===== src/rtl/fifo_ctrl.sv =====
// fifo_ctrl: sequential control and storage stage of an 8-entry FIFO.
// It registers write/read requests into an operation state, owns the
// head/tail/data_count registers and the word storage, and drives dout and
// the status flags. A request is judged against the count that will exist
// once the operation already held in the state register has completed.
// Optional feature: define FIFO_CTRL_ALMOST_EN to add almost_full and
// almost_empty outputs.
module fifo_ctrl #(
    parameter int DATA_WIDTH = 32
) (
    input  logic                  clk,
    input  logic                  reset_n,
    input  logic                  wr_en,
    input  logic                  rd_en,
    input  logic [DATA_WIDTH-1:0] din,
    output logic [DATA_WIDTH-1:0] dout,
    output logic [3:0]            data_count,
    output logic                  full,
    output logic                  empty,
    output logic                  wr_ack,
    output logic                  wr_err,
    output logic                  rd_ack,
    output logic                  rd_err
`ifdef FIFO_CTRL_ALMOST_EN
    ,
    output logic                  almost_full,
    output logic                  almost_empty
`endif
);

    typedef enum logic [2:0] {
        ST_IDLE     = 3'b000,
        ST_WRITE    = 3'b001,
        ST_READ     = 3'b010,
        ST_WR_ERROR = 3'b011,
        ST_RD_ERROR = 3'b100
    } state_t;

    state_t                  state_r;
    state_t                  state_next_s;
    logic [2:0]              head_r;
    logic [2:0]              tail_r;
    logic [3:0]              data_count_r;
    logic [2:0]              next_head_s;
    logic [2:0]              next_tail_s;
    logic [3:0]              next_count_s;
    logic [DATA_WIDTH-1:0]   din_q_r;
    logic [DATA_WIDTH-1:0]   dout_r;
    logic                    wr_ack_r;
    logic                    wr_err_r;
    logic                    rd_ack_r;
    logic                    rd_err_r;
    logic [DATA_WIDTH-1:0]   mem_r [0:7];

    // Next pointer/count values once the operation held in state_r completes.
    always_comb begin
        next_head_s  = head_r;
        next_tail_s  = tail_r;
        next_count_s = data_count_r;
        case (state_r)
            ST_WRITE: begin
                next_tail_s  = tail_r + 3'd1;
                next_count_s = data_count_r + 4'd1;
            end
            ST_READ: begin
                next_head_s  = head_r + 3'd1;
                next_count_s = data_count_r - 4'd1;
            end
            default: begin
                next_head_s  = head_r;
                next_tail_s  = tail_r;
                next_count_s = data_count_r;
            end
        endcase
    end

    // Request decode: a lone request is checked against the post-operation count.
    always_comb begin
        state_next_s = ST_IDLE;
        if (wr_en && !rd_en) begin
            if (next_count_s == 4'd8) begin
                state_next_s = ST_WR_ERROR;
            end else begin
                state_next_s = ST_WRITE;
            end
        end else if (rd_en && !wr_en) begin
            if (next_count_s == 4'd0) begin
                state_next_s = ST_RD_ERROR;
            end else begin
                state_next_s = ST_READ;
            end
        end else begin
            state_next_s = ST_IDLE;
        end
    end

    // Operation state register with its registered ack/err outputs; illegal codes recover to IDLE.
    always_ff @(posedge clk or negedge reset_n) begin
        if (!reset_n) begin
            state_r  <= ST_IDLE;
            wr_ack_r <= 1'b0;
            wr_err_r <= 1'b0;
            rd_ack_r <= 1'b0;
            rd_err_r <= 1'b0;
        end else begin
            case (state_r)
                ST_IDLE, ST_WRITE, ST_READ, ST_WR_ERROR, ST_RD_ERROR: begin
                    state_r  <= state_next_s;
                    wr_ack_r <= (state_next_s == ST_WRITE);
                    wr_err_r <= (state_next_s == ST_WR_ERROR);
                    rd_ack_r <= (state_next_s == ST_READ);
                    rd_err_r <= (state_next_s == ST_RD_ERROR);
                end
                default: begin
                    state_r  <= ST_IDLE;
                    wr_ack_r <= 1'b0;
                    wr_err_r <= 1'b0;
                    rd_ack_r <= 1'b0;
                    rd_err_r <= 1'b0;
                end
            endcase
        end
    end

    // Pointers, count, read data and the captured write word.
    always_ff @(posedge clk or negedge reset_n) begin
        if (!reset_n) begin
            head_r       <= 3'd0;
            tail_r       <= 3'd0;
            data_count_r <= 4'd0;
            dout_r       <= {DATA_WIDTH{1'b0}};
            din_q_r      <= {DATA_WIDTH{1'b0}};
        end else begin
            head_r       <= next_head_s;
            tail_r       <= next_tail_s;
            data_count_r <= next_count_s;
            if (state_r == ST_READ) begin
                dout_r <= mem_r[head_r];
            end
            if (state_next_s == ST_WRITE) begin
                din_q_r <= din;
            end
        end
    end

    // Word storage: written only while a WRITE completes, never reset.
    always_ff @(posedge clk) begin
        if (state_r == ST_WRITE) begin
            mem_r[tail_r] <= din_q_r;
        end
    end

    assign dout       = dout_r;
    assign data_count = data_count_r;
    assign full       = (data_count_r == 4'd8);
    assign empty      = (data_count_r == 4'd0);
    assign wr_ack     = wr_ack_r;
    assign wr_err     = wr_err_r;
    assign rd_ack     = rd_ack_r;
    assign rd_err     = rd_err_r;

`ifdef FIFO_CTRL_ALMOST_EN
    assign almost_full  = (data_count_r == 4'd7);
    assign almost_empty = (data_count_r == 4'd1);
`endif

endmodule


===== config.mk =====
export PLATFORM = sky130hd
export DESIGN_NAME = fifo_ctrl
export DESIGN_NICKNAME = d
export VERILOG_FILES = /design/src/rtl/fifo_ctrl.sv
export SDC_FILE = /design/constraint.sdc
export NUM_CORES = 1
export LEC_CHECK = 0
export CORE_MARGIN = 4
export CORE_UTILIZATION = 60
export CTS_BUF_LIST = sky130_fd_sc_hd__clkbuf_8
export DETAILED_ROUTE_END_ITERATION = 8
export PLACE_DENSITY = 0.78
export SYNTH_ARGS = -nofsm -noshare
export SYNTH_HDL_FRONTEND = slang
export SYNTH_SLANG_ARGS = --single-unit

===== constraint.sdc =====
create_clock -name clk -period 7.05 [get_ports clk]
set_clock_uncertainty 0.1 [all_clocks]
set_input_delay 1.41 -clock clk [delete_from_list [all_inputs] [get_ports clk]]
set_output_delay 1.41 -clock clk [all_outputs]
set_load 0.02 [all_outputs]

==> flow_metrics.py <==
metrics = {
    "route": {
        "drc": 0,
        "drtAntennaViolNets": 0,
        "wl_per_cell_um": 23.2,
        "totalWireLength_mm": 24.4,
        "firstDrtPassIters": 4,
        "vias": 6212,
        "drtIter0Drc": 460,
        "viasPerCell": 5.89,
    },
    "timing": {
        "fmax_mhz": 243,
        "period_minus_slack_ps": 4120,
        "final_max_slew_viol_count": 0,
        "final.period_utilization": 0.585,
        "hold_viol": 0,
        "setup_viol": 0,
        "tightestPinTransition_ps": 852,
        "setup_tns_ps": 0,
        "maxSlewHeadroom": 0.432,
        "rsz0062_at_grt": "no",
    },
    "critical_path": {
        "slowest_stage": "or3b_4",
        "timing_worst_setup_path_type": "reg2reg",
        "cp-end-kind": "flip-flop",
        "max_stage_delay_ps": 730,
        "path_cells": "or3b_4, xnor2_1, ha_1, or4bb_1, o311ai_4, o221ai_2, o21ai_4, buf_4, mux2_2",
        "cp.required_ps": 7400,
        "path_delay_family": "simple AND/OR/NAND/NOR gates",
        "crit_fanout": 67,
        "cp-start-kind": "flip-flop",
        "critical_path_buf_inv_count": 1,
        "critPathArrivalTime_ps": 4470,
    },
    "logic_synthesis": {
        "syn_avg_cell_area_um2": 20.6,
        "syn_area_um2": 12900,
        "synth_edf_count": 256,
        "synthCells": 625,
        "ys_seq_area_frac": 0.755,
        "synthDistinctLibCells": 38,
        "yosys_warnings": 0,
        "synth_flop_cell": "edfxtp_1",
        "synthesis.nets": 664,
        "ys_ff_latch": 337,
        "async_flop_share": 0.240,
    },
    "die": {
        "rows": 53,
        "coreArea_um2": 21100,
        "die_width_um": 154,
        "fp.dieH_um": 154,
        "io_pins": 78,
        "start_util": 0.610,
        "fp.dieArea_um2": 23900,
    },
    "placed_design": {
        "gp_congestion": 0.821,
        "io_buffers": 77,
        "dpl.hpwl_mm": 13.2,
    },
    "final_layout": {
        "antenna_cells": 0,
        "area_delta_synth_final_pct": 16.2,
        "fill_cells": 1303,
        "nets": 776,
        "final_core_util": 0.709,
        "multi_input_area_um2": 3020,
        "seqCellArea_um2": 9720,
        "final_layout_size_suffix_gt1_frac": 0.253,
    },
    "power": {
        "swShare": 0.299,
        "p_sw_uw": 1800,
        "power-per-cell-area_nw_per_um2": 403,
        "p_int_uw": 4230,
        "combPwrFrac": 0.256,
        "p_leak_uw": 0.00539,
        "pwr-share-clk": 0.250,
        "p_seq_frac": 0.494,
        "vdd_drop_max_mv": 0.254,
    },
    "clock_tree": {
        "clockBufferDepth": 3,
        "path_clk_slew_ps": 60,
        "clock_latency_ps": 570,
        "clkSinkCount": 337,
        "cts_setup_buffers": 0,
        "numCtsBuffers": 51,
        "cts_tree": "built",
        "hold_buffers": 0,
        "cts_resized": 0,
        "htree_levels": 2,
        "root_buffer": "clkbuf_8",
    },
    "min_path": {
        "hold_class": "reg2reg",
    },
    "global_route": {
        "first_global_vias": 6789,
        "grt_use_total": 0.210,
        "antenna_found_initial": 0,
        "grt_start_max_net_pins": 68,
        "grt_pass1_wl_mm": 37.9,
        "grt-ovfl-total": 0,
    },
    "status": {
        "status": "finished, final reports clean",
    },
    "flow_run": {
        "cap_violations": 0,
    },
}
==> worst register-to-register path, cell delays in order (launching register included) <==
cell and delay (ps):
dfrtp_1 480, or3b_4 730, xnor2_1 270, ha_1 290, or4bb_1 560, o311ai_4 120, o221ai_2 240, o21ai_4 180
buf_4 610, mux2_2 420
==> synthesized netlist by cell type, types with 4 or more instances <==
library cell,number,share of area
mux2_2,5,0.0044
buf_1,4,0.0012
xnor2_1,6,0.0041
mux2_4,30,0.035
mux4_2,64,0.11
nor2_1,13,0.0038
nand2_1,37,0.011
edfxtp_1,256,0.60
nor3_1,5,0.0019
o21ai_0,34,0.013
mux2i_1,32,0.025
buf_2,6,0.0023
dfrtp_1,81,0.16
clkbuf_1,17,0.0050
==> worst paths after layout <==
check	slack, ps	startpoint	endpoint	cells after the start
worst min register to register	380	dout[20]	dout[20]	2
worst min-delay path	380	dout[20]	dout[20]	2
max in group asynchronous	5020	reset_n	head_r[0]	2
worst max-delay path	2930	state_r[2]	din_q_r[0]	9
min in group asynchronous	710	reset_n	dout[4]	1
worst max register to register	2930	state_r[2]	din_q_r[0]	9
==> area by class of cell <==
class                      instances  area share
clock inverter                    35      0.0110
multi-input combinational        254       0.202
sequential                       337       0.650
timing repair buffer              90      0.0579
clock buffer                      60      0.0552
tap                              275      0.0230
inverter                           3    0.000753
==> sequential cells by signal, summed over array words and instances, names as in the netlist <==
signal and flops:
data_count 4, head_r 3, rd_err 1, mem_r 256, rd_ack 1, state_r 3
dout 32, din_q_r 32, tail_r 3, wr_ack 1, wr_err 1
==> cells in the final DEF (no fill, tap or decap), types with 6 or more instances in the layout <==
| master | count |
|---|---|
| edfxtp_1 | 256 |
| mux4_2 | 64 |
| nor2_1 | 7 |
| buf_4 | 14 |
| nor2_4 | 6 |
| dfrtp_1 | 78 |
| o21ai_0 | 34 |
| clkinv_1 | 8 |
| mux2i_1 | 32 |
| clkbuf_8 | 60 |
| mux2_4 | 30 |
| xnor2_1 | 6 |
| inv_1 | 24 |
| clkdlybuf4s50_1 | 76 |
| nand2_1 | 37 |
==> routing by layer <==
layer	global-route usage	vias to the layer above	routed length (um)
met4	0.0593	0	499
met5	0	-	0
li1	-	2717	-
met3	0.0434	48	1430
met2	0.363	204	12700
met1	0.274	3243	9790
==> power by group through the flow <==
stage                     Clock (uW)  Sequential (uW)  Combinational [uW]
final                           1510             2980                1540
after global routing            1640             3030                1660
after CTS                       1540             2980                1570
after detailed placement           0             3020                1570
after global placement             0             2980                1510
after floorplan                    0             2930                1070
==> stage by stage <==
step                instance area, um2  setup WS, ps  instances  hold slack [ps]  power (uW)
global route                     15000          2720       1054              403        6330
floorplan                        12900          3280        625              357        4000
CTS                              15000          2860       1054              386        6090
detailed placement               14000          2850        959              373        4590
finish                           15000          2930       1054              384        6030
global placement                 14000          3050        959              360        4490
==> logic make-up (layout without fill, tap and decap cells) <==
kind of cell	count (synthesis)	in the layout	share of synthesized area
mux	131	131	0.176
buf+inv	34	188	0.0144
flops	337	337	0.755
simple gates	71	71	0.0262
xor+xnor	8	8	0.00545
compound gates	41	41	0.0198
fa+ha+maj	3	3	0.00292
Note: power is estimated with default switching activity, not from simulation.
